**config.mk**
```make
export PLATFORM = sky130hd
export DESIGN_NAME = halt_dump_ctrl_flat
export DESIGN_NICKNAME = d
export VERILOG_FILES = /design/src/rtl/halt_dump_ctrl_if.sv /design/src/rtl/halt_dump_ctrl.sv /design/src/flat_wrapper.sv
export SDC_FILE = /design/constraint.sdc
export NUM_CORES = 1
export LEC_CHECK = 0
export CAP_MARGIN = 20
export CORE_UTILIZATION = 32
export DETAILED_ROUTE_END_ITERATION = 10
export GPL_ROUTABILITY_DRIVEN = 0
export PLACE_DENSITY = 0.78
export SETUP_SLACK_MARGIN = 0.5
export SLEW_MARGIN = 0
export SYNTH_ARGS = -nofsm -noshare
export SYNTH_HDL_FRONTEND = slang
export SYNTH_SLANG_ARGS = --single-unit
```
**constraint.sdc**
```tcl
create_clock -name CLOCK -period 1.8 [get_ports CLOCK]
set_input_delay 0.27 -clock CLOCK [delete_from_list [all_inputs] [get_ports CLOCK]]
set_output_delay 0.27 -clock CLOCK [all_outputs]
set_load 0.02 [all_outputs]
```
**src/rtl/halt_dump_ctrl_if.sv**
```systemverilog
// rtl/halt_dump_ctrl_if.sv - CPU-side and dump-side signal bundle for halt_dump_ctrl
//
// Purpose: groups the fetch-stage taps, pipeline control, MainMemory
// ownership and the dump stream of the run/halt sequencer.
// Modports:
//   master - the sequencer (drives PCHold, FetchKill, PipeEN, MemOwner,
//            DumpAddr, DumpValid, DumpData, DumpIndex, Done, CycleCount)
//   slave  - the CPU / memory / dump sink side (drives Inst_F,
//            BranchTaken_D, MemReadData, DumpReady)
interface halt_dump_ctrl_if #(
  parameter int ADDR_W = 9,
  parameter int CYC_W  = 32
);
  logic [31:0]       Inst_F;
  logic              BranchTaken_D;
  logic              PCHold;
  logic              FetchKill;
  logic              PipeEN;
  logic              MemOwner;
  logic [ADDR_W-1:0] DumpAddr;
  logic [31:0]       MemReadData;
  logic              DumpValid;
  logic              DumpReady;
  logic [31:0]       DumpData;
  logic [ADDR_W-1:0] DumpIndex;
  logic              Done;
  logic [CYC_W-1:0]  CycleCount;

  modport master (
    input  Inst_F, BranchTaken_D, MemReadData, DumpReady,
    output PCHold, FetchKill, PipeEN, MemOwner, DumpAddr,
           DumpValid, DumpData, DumpIndex, Done, CycleCount
  );

  modport slave (
    output Inst_F, BranchTaken_D, MemReadData, DumpReady,
    input  PCHold, FetchKill, PipeEN, MemOwner, DumpAddr,
           DumpValid, DumpData, DumpIndex, Done, CycleCount
  );
endinterface

```
**src/rtl/halt_dump_ctrl.sv**
```systemverilog
// rtl/halt_dump_ctrl.sv - run/halt sequencer with pipeline drain and data-memory dump
//
// Purpose: detects the halt word in fetch, freezes the PC and feeds bubbles
// into IF/ID, lets the downstream stages drain for DRAIN_CYCLES cycles, then
// takes MainMemory and streams every data word out before raising Done.
// Ports:
//   CLOCK - system clock, rising edge
//   RESET - asynchronous active-high reset
//   bus   - halt_dump_ctrl_if.master (fetch taps, pipeline control,
//           memory ownership, dump stream, Done, CycleCount)
// Configuration macro: DUMP_EN. When undefined the dump states are not
// built, DRAIN goes straight to DONE and all dump outputs are tied to 0.
module halt_dump_ctrl #(
  parameter logic [31:0] HALT_WORD    = 32'hFFFF_FFFF,
  parameter int          DRAIN_CYCLES = 4,
  parameter int          MEM_DEPTH    = 512,
  parameter int          ADDR_W       = 9,
  parameter int          CYC_W        = 32
) (
  input logic             CLOCK,
  input logic             RESET,
  halt_dump_ctrl_if.master bus
);

  localparam int DCW = (DRAIN_CYCLES > 1) ? $clog2(DRAIN_CYCLES) : 1;
  localparam logic [DCW-1:0] DRAIN_LAST = DCW'(DRAIN_CYCLES - 1);

  typedef enum logic [2:0] {
    RUN, DRAIN, DUMP_ADDR, DUMP_CAP, DUMP_OUT, DONE
  } state_t;

  state_t           state, state_nxt;
  logic [DCW-1:0]   drain_cnt;
  logic [CYC_W-1:0] cyc_cnt;
  logic             halt;
  logic             pc_hold, pipe_en, mem_owner, dump_valid, done;

  // A halt word alongside a taken branch is a wrong-path fetch.
  assign halt = (bus.Inst_F == HALT_WORD) && !bus.BranchTaken_D;

`ifdef DUMP_EN
  localparam logic [ADDR_W-1:0] IDX_LAST = ADDR_W'(MEM_DEPTH - 1);
  logic [ADDR_W-1:0] idx;
  logic [ADDR_W-1:0] dump_index;
  logic [31:0]       dump_data;
`endif

  always_ff @(posedge CLOCK or posedge RESET) begin
    if (RESET) state <= RUN;
    else       state <= state_nxt;
  end

  always_comb begin
    state_nxt  = state;
    pc_hold    = 1'b1;
    pipe_en    = 1'b0;
    mem_owner  = 1'b0;
    dump_valid = 1'b0;
    done       = 1'b0;
    case (state)
      RUN: begin
        // Combinational hold keeps the halt word out of IF/ID and the PC
        // from advancing in the detection cycle; forced low while in reset.
        pc_hold = halt && !RESET;
        pipe_en = 1'b1;
        if (halt) state_nxt = DRAIN;
      end
      DRAIN: begin
        pipe_en = 1'b1;
        if (drain_cnt == DRAIN_LAST) begin
`ifdef DUMP_EN
          state_nxt = DUMP_ADDR;
`else
          state_nxt = DONE;
`endif
        end
      end
`ifdef DUMP_EN
      DUMP_ADDR: begin
        mem_owner = 1'b1;
        state_nxt = DUMP_CAP;
      end
      DUMP_CAP: begin
        mem_owner = 1'b1;
        state_nxt = DUMP_OUT;
      end
      DUMP_OUT: begin
        mem_owner  = 1'b1;
        dump_valid = 1'b1;
        if (bus.DumpReady) state_nxt = (idx == IDX_LAST) ? DONE : DUMP_ADDR;
      end
`endif
      DONE: begin
        done = 1'b1;
      end
      default: state_nxt = RUN;
    endcase
  end

  always_ff @(posedge CLOCK or posedge RESET) begin
    if (RESET)                    drain_cnt <= '0;
    else if (state == RUN && halt) drain_cnt <= '0;
    else if (state == DRAIN)      drain_cnt <= drain_cnt + 1'b1;
  end

  // Counts RUN and DRAIN cycles, saturating so it never wraps back to 0.
  always_ff @(posedge CLOCK or posedge RESET) begin
    if (RESET)
      cyc_cnt <= '0;
    else if ((state == RUN || state == DRAIN) && (cyc_cnt != {CYC_W{1'b1}}))
      cyc_cnt <= cyc_cnt + 1'b1;
  end

`ifdef DUMP_EN
  // MainMemory returns data one cycle after the address, so the word is
  // captured in DUMP_CAP and held unchanged through DUMP_OUT.
  always_ff @(posedge CLOCK or posedge RESET) begin
    if (RESET) begin
      idx        <= '0;
      dump_index <= '0;
      dump_data  <= '0;
    end else begin
      if (state == DUMP_CAP) begin
        dump_data  <= bus.MemReadData;
        dump_index <= idx;
      end
      if (state == DUMP_OUT && bus.DumpReady && idx != IDX_LAST)
        idx <= idx + 1'b1;
    end
  end

  assign bus.DumpAddr  = mem_owner ? idx : '0;
  assign bus.DumpData  = dump_data;
  assign bus.DumpIndex = dump_index;
`else
  logic unused_inputs;
  assign unused_inputs = ^{bus.DumpReady, bus.MemReadData};
  assign bus.DumpAddr  = '0;
  assign bus.DumpData  = '0;
  assign bus.DumpIndex = '0;
`endif

  assign bus.PCHold     = pc_hold;
  assign bus.FetchKill  = pc_hold;
  assign bus.PipeEN     = pipe_en;
  assign bus.MemOwner   = mem_owner;
  assign bus.DumpValid  = dump_valid;
  assign bus.Done       = done;
  assign bus.CycleCount = cyc_cnt;

endmodule

```
**src/flat_wrapper.sv**
```systemverilog
// flat-port wrapper written by rule: the top's interface ports become plain ports
module halt_dump_ctrl_flat 
#(
  parameter logic [31:0] HALT_WORD    = 32'hFFFF_FFFF,
  parameter int          DRAIN_CYCLES = 4,
  parameter int          MEM_DEPTH    = 512,
  parameter int          ADDR_W       = 9,
  parameter int          CYC_W        = 32
)
  (CLOCK, RESET, bus_Inst_F, bus_BranchTaken_D, bus_MemReadData, bus_DumpReady, bus_PCHold, bus_FetchKill, bus_PipeEN, bus_MemOwner, bus_DumpAddr, bus_DumpValid, bus_DumpData, bus_DumpIndex, bus_Done, bus_CycleCount);
  halt_dump_ctrl_if #(.ADDR_W(ADDR_W), .CYC_W(CYC_W)) bus_i ();
  input logic CLOCK;
  input logic RESET;
  input wire logic [$bits(bus_i.Inst_F)-1:0] bus_Inst_F;
  input wire logic [$bits(bus_i.BranchTaken_D)-1:0] bus_BranchTaken_D;
  input wire logic [$bits(bus_i.MemReadData)-1:0] bus_MemReadData;
  input wire logic [$bits(bus_i.DumpReady)-1:0] bus_DumpReady;
  output wire logic [$bits(bus_i.PCHold)-1:0] bus_PCHold;
  output wire logic [$bits(bus_i.FetchKill)-1:0] bus_FetchKill;
  output wire logic [$bits(bus_i.PipeEN)-1:0] bus_PipeEN;
  output wire logic [$bits(bus_i.MemOwner)-1:0] bus_MemOwner;
  output wire logic [$bits(bus_i.DumpAddr)-1:0] bus_DumpAddr;
  output wire logic [$bits(bus_i.DumpValid)-1:0] bus_DumpValid;
  output wire logic [$bits(bus_i.DumpData)-1:0] bus_DumpData;
  output wire logic [$bits(bus_i.DumpIndex)-1:0] bus_DumpIndex;
  output wire logic [$bits(bus_i.Done)-1:0] bus_Done;
  output wire logic [$bits(bus_i.CycleCount)-1:0] bus_CycleCount;
  assign bus_i.Inst_F = bus_Inst_F;
  assign bus_i.BranchTaken_D = bus_BranchTaken_D;
  assign bus_i.MemReadData = bus_MemReadData;
  assign bus_i.DumpReady = bus_DumpReady;
  assign bus_PCHold = bus_i.PCHold;
  assign bus_FetchKill = bus_i.FetchKill;
  assign bus_PipeEN = bus_i.PipeEN;
  assign bus_MemOwner = bus_i.MemOwner;
  assign bus_DumpAddr = bus_i.DumpAddr;
  assign bus_DumpValid = bus_i.DumpValid;
  assign bus_DumpData = bus_i.DumpData;
  assign bus_DumpIndex = bus_i.DumpIndex;
  assign bus_Done = bus_i.Done;
  assign bus_CycleCount = bus_i.CycleCount;
  halt_dump_ctrl #(.HALT_WORD(HALT_WORD), .DRAIN_CYCLES(DRAIN_CYCLES), .MEM_DEPTH(MEM_DEPTH), .ADDR_W(ADDR_W), .CYC_W(CYC_W)) u_core (.CLOCK(CLOCK), .RESET(RESET), .bus(bus_i));
endmodule
```
# Word level (Yosys, flattened, before mapping)
# Cells that the tools add are included.
# op_classes
multipliers	0
n_shift	0
n_div	0
reduce_logical	11
n_bitwise	1
n_eq_ne	7
addsub	2
n_lt_le_gt_ge	0
mux	8
# op_table
op	n
$add A32 B1 Y32 const B	1
$eq A32 B32 Y1 const B	1
$ne A32 B32 Y1 const B	1
$pmux W3 S3	1
$mux W3	2
$logic_and A1 B1 Y1	4
$mux W2	2
$ne A2 B1 Y1 const B	2
$eq A3 B1 Y1 const B	1
$eq A3 B3 Y1 const B	1
$logic_not A3 Y1	1
$mux W1	3
$reduce_and A3 Y1	1
$add A2 B1 Y2 const B	1
$eq A2 B2 Y1 const B	1
$logic_not A1 Y1	2
$reduce_bool A2 Y1	1
$reduce_or A2 Y1	1
$logic_or A1 B1 Y1	1
$not A1 Y1	1
# totals
memories	0
inputBits	68
ram_bits	0
rom_bits	0
latchBits	0
ff_bits	37
output_inout_bits	88
word_cells	32

# Longest topological paths before layout
# logic_depth
ltp_word	4
ltp_mapped	6
ltp_nobuf	6

# Worst setup path before layout
# Ideal clock, no wire load.
# synth_path
path_kind	register to register
start	register u_core.cyc_cnt[17], in the netlist u_core.bus.CycleCount[17]
end	register u_core.cyc_cnt[1], in the netlist u_core.bus.CycleCount[1]
setup_slack_ps	-339
arrival_ps	2014
path_stages_with_launch	7
required_ps	1675
cell_sequence	dfrtp_1 -> nand4_2 -> or4_1 -> buf_2 -> nor3_4 -> nor2_2 -> mux2_4
# synth_between
elab_chain_cells	2
# synth_lines
element	line_no	source
start: declaration	halt_dump_ctrl.sv:34	logic [CYC_W-1:0] cyc_cnt;
start signal: assignment	halt_dump_ctrl.sv:111	cyc_cnt <= cyc_cnt + 1'b1;
$ne A32 B32 Y1	halt_dump_ctrl.sv:110	else if ((state == RUN || state == DRAIN) && (cyc_cnt != {CYC_W{1'b1}}))
$logic_and A1 B1 Y1	halt_dump_ctrl.sv:110	
# No other way between the ends.
# A chain may end at the register's enable or synchronous reset.

# Final worst setup path
# layout_path
start	register u_core.cyc_cnt[27], in the netlist u_core.bus.CycleCount[27]
end	register u_core.cyc_cnt[27], in the netlist u_core.bus.CycleCount[27]
# layout_between
elab_chain_cells	2
elab_cells_between_ends	3
classes_between	1 x add/sub; 1 x eq/ne; 1 x reduce/logical
# layout_lines
element
branches (longest 2 deep; another with $add A32 B1 Y32)
# Parallel ways; which one is timed is not known.

==> impl_metrics.yaml <==
status:
  outcome: "complete, but fails checks"
  failed_checks: "DRC, setup timing"
finish:
  layout-drive-gt1-share_pct: 52.7
  nFillCells: 557
  multi_input_area_um2: 1240
  stdcell_count: 428
  layout_common_cells: "conb_1 (52), buf_4 (41), buf_6 (28), buf_2 (28), dfrtp_2 (25)"
  register_area_um2: 932
  mostFrequentLayoutCell: "conb_1"
  area_delta_synth_final_pct: 51.5
  final_nets: 420
  diodes: 0
power_and_ir_drop:
  powerDensity_nw_per_um2: 471
  peakVddDrop_mv: 0.242
  power_leakage_nw: 1.72
die:
  placeableCoreArea_um2: 6490
  rows: 29
  dieArea_um2: 7200
  start_util_pct: 33.8
  die_h_um: 84.9
  die_w_um: 84.9
  io_pins: 156
placed_design:
  port_buffers: 70
  dpl.hpwl_um: 3960
  placed_cells: 408
clocking:
  cts_root_buf: "clkbuf_8"
  cts_made_buffers: 5
  cts_num_sinks: 36
  cts.reportedPaths.clkPinSlew_ps: 70
  insertion_delay_ps: 290
  cts-hold-fix-buffers: 0
  cts_tree: "built"
  htreeDepth: 2
  clockBufferDepth: 2
synth:
  synth_area_per_cell_um2: 9.64
  yosysTopAreaCell: "dfrtp_1"
  yosys-top-cells-area: "dfrtp_1 (41%), buf_4 (18%), xor2_1 (8.0%)"
  synth_top_area_share_pct: 41.0
  yosysSeqAreaShare_pct: 41.0
  yosysWarnings: 0
  yosysUniqueCellTypes: 37
  synth_cells: 228
  netlist_area_um2: 2200
  ys_seq_elements: 36
route:
  drtPass1Iterations: 7
  vias: 1937
  drt_iter0_drc: 96
  avgViaCountPerCell: 4.53
  antenna_left: 0
  routedWlPerCell_um: 13.0
  drt-total-wl_um: 5570
  drc: 6
setup_path:
  worst_ep_required_time_ps: 1960
  crit_slowest_cell: "or4_4"
  crit_family: "simple AND/OR/NAND/NOR gates"
  critPathMaxStageDelay_ps: 560
  cp_num_buf_inv: 1
  path_max_fanout: 7
  setup.worst_path.end_class: "flop"
  crit_chain: "nand4_1, or4_4, o2111ai_2, buf_6, nor4_2, xor2_1"
  worst_setup_path_start_kind: "flop"
  crit_arrival_ps: 1980
  critical_path_class: "flop to flop"
timing:
  min_period_over_period_pct: 101
  finalWorstSetupSlack_ps: -14.7
  setup_viol: 8
  finalHoldViolations: 0
  rsz0062_at_grt: "yes"
  clock.fmax_mhz: 551
  final.setup.tns_ps: -44.8
  slew_viol_final: 0
  fin_skew_ps: 4.02
  period_needed_ps: 1810
global_routing:
  antenna_found_initial: 0
  grt_pass1_vias: 1831
  grt_usage_pct: 15.2
  grt_pass1_wl_um: 8630
  grt_max_degree: 37
  grt_overflow_total: 0
flow_run:
  max-cap-violations: 0
worst_hold_path:
  hold_path_class: "flop to flop"
-- per-stage QoR --
step / hold slack [ps] / power [W] / cell area [um^2] / setup slack (ps) / util [%]
final: 497 / 0.00157 / 3330 / -14.7 / 51.3
after global routing: 518 / 0.00164 / 3330 / -97.9 / 51.3
after CTS: 502 / 0.00157 / 3150 / 7.20 / 48.5
after detailed placement: 493 / 0.00102 / 3110 / -664 / 47.9
after global placement: 462 / 0.00101 / 3110 / -587 / 47.9
after floorplan: 435 / 0.00102 / 2450 / -155 / -
-- power breakdown --
| part | switching (W) | internal [W] |
|---|---|---|
| logic | 0.000126 | 0.0000463 |
| clock network | 0.000275 | 0.000312 |
| registers | 0 | 0.000808 |
-- kinds of logic (layout without fill, tap and decap cells) --
kind of cell | after synthesis | after routing | share of synthesized area, %
mux | 3 | 3 | 1.65
fa+ha+maj | 2 | 2 | 1.14
buf+inv | 64 | 136 | 20.0
compound gates | 9 | 9 | 2.90
flops | 36 | 36 | 41.0
simple gates | 84 | 84 | 21.5
other cells | 1 | 52 | 0.171
xor+xnor | 29 | 29 | 11.6
-- state kept, by name, summed over array words and instances, names as in the netlist --
signal and count:
u_core.state 2, u_core.bus.CycleCount 32, u_core.drain_cnt 2
-- cell type report --
cell class | count | share of cell area (%)
inverters | 9 | 1.24
clock buffers | 8 | 2.71
flip-flops and latches | 36 | 28.0
repair buffers | 119 | 27.8
multi-input cells | 179 | 37.4
well taps | 77 | 2.89
-- cells in the mapped netlist --
library cell,instances
buf_4,53
dfrtp_1,36
xor2_1,20
nand2_1,14
nand4_1,13
nor2_1,13
nor3_1,12
inv_1,9
nand3_1,9
xnor2_1,9
nor4_1,4
and4_1,3
o21ai_0,3
a21oi_1,2
and2_1,2
and3_1,2
and4b_1,2
ha_1,2
nor3b_1,2
buf_2,1
clkbuf_1,1
conb_1,1
mux2_2,1
mux2_4,1
mux2i_1,1
nand2b_1,1
nand4_2,1
nand4b_1,1
nor2_2,1
nor3_4,1
nor4bb_1,1
o2111ai_2,1
o211ai_1,1
o21ba_2,1
o22ai_1,1
or2_2,1
or4_1,1
-- final timing paths --
kind / startpoint / endpoint / slack, ps / cells after the start
worst max-delay path: u_core.bus.CycleCount[27]$_DFFE_PP0P_ / u_core.bus.CycleCount[27]$_DFFE_PP0P_ / -10 / 6
worst min-delay path: u_core.bus.CycleCount[7]$_DFFE_PP0P_ / u_core.bus.CycleCount[7]$_DFFE_PP0P_ / 500 / 1
worst max register to register: u_core.bus.CycleCount[27]$_DFFE_PP0P_ / u_core.bus.CycleCount[27]$_DFFE_PP0P_ / -10 / 6
worst min register to register: u_core.bus.CycleCount[7]$_DFFE_PP0P_ / u_core.bus.CycleCount[7]$_DFFE_PP0P_ / 500 / 1
max in group asynchronous: RESET / u_core.bus.CycleCount[28]$_DFFE_PP0P_ / 890 / 4
min in group asynchronous: RESET / u_core.state[0]$_DFFE_PP0P_ / 550 / 4
-- routing by layer --
layer,vias up,wire length [um],global-route usage (%)
met5,-,0,0
met4,0,108,6.32
met3,10,208,2.33
met2,58,3060,27.0
met1,950,2190,18.6
li1,919,-,-
-- worst reg2reg max path, stage by stage (launching register included) --
cell,delay [ps]
dfrtp_2,370
nand4_1,140
or4_4,560
o2111ai_2,220
buf_6,180
nor4_2,70
xor2_1,150
-- repair_timing --
item,4_1_cts,5_1_grt
gates resized for setup,240,75
endpoints found under the setup margin,71,50
buffers inserted,8,4
pin swaps,24,18
hold endpoints to repair,0,0
Note: power is estimated with default switching activity, not from simulation.
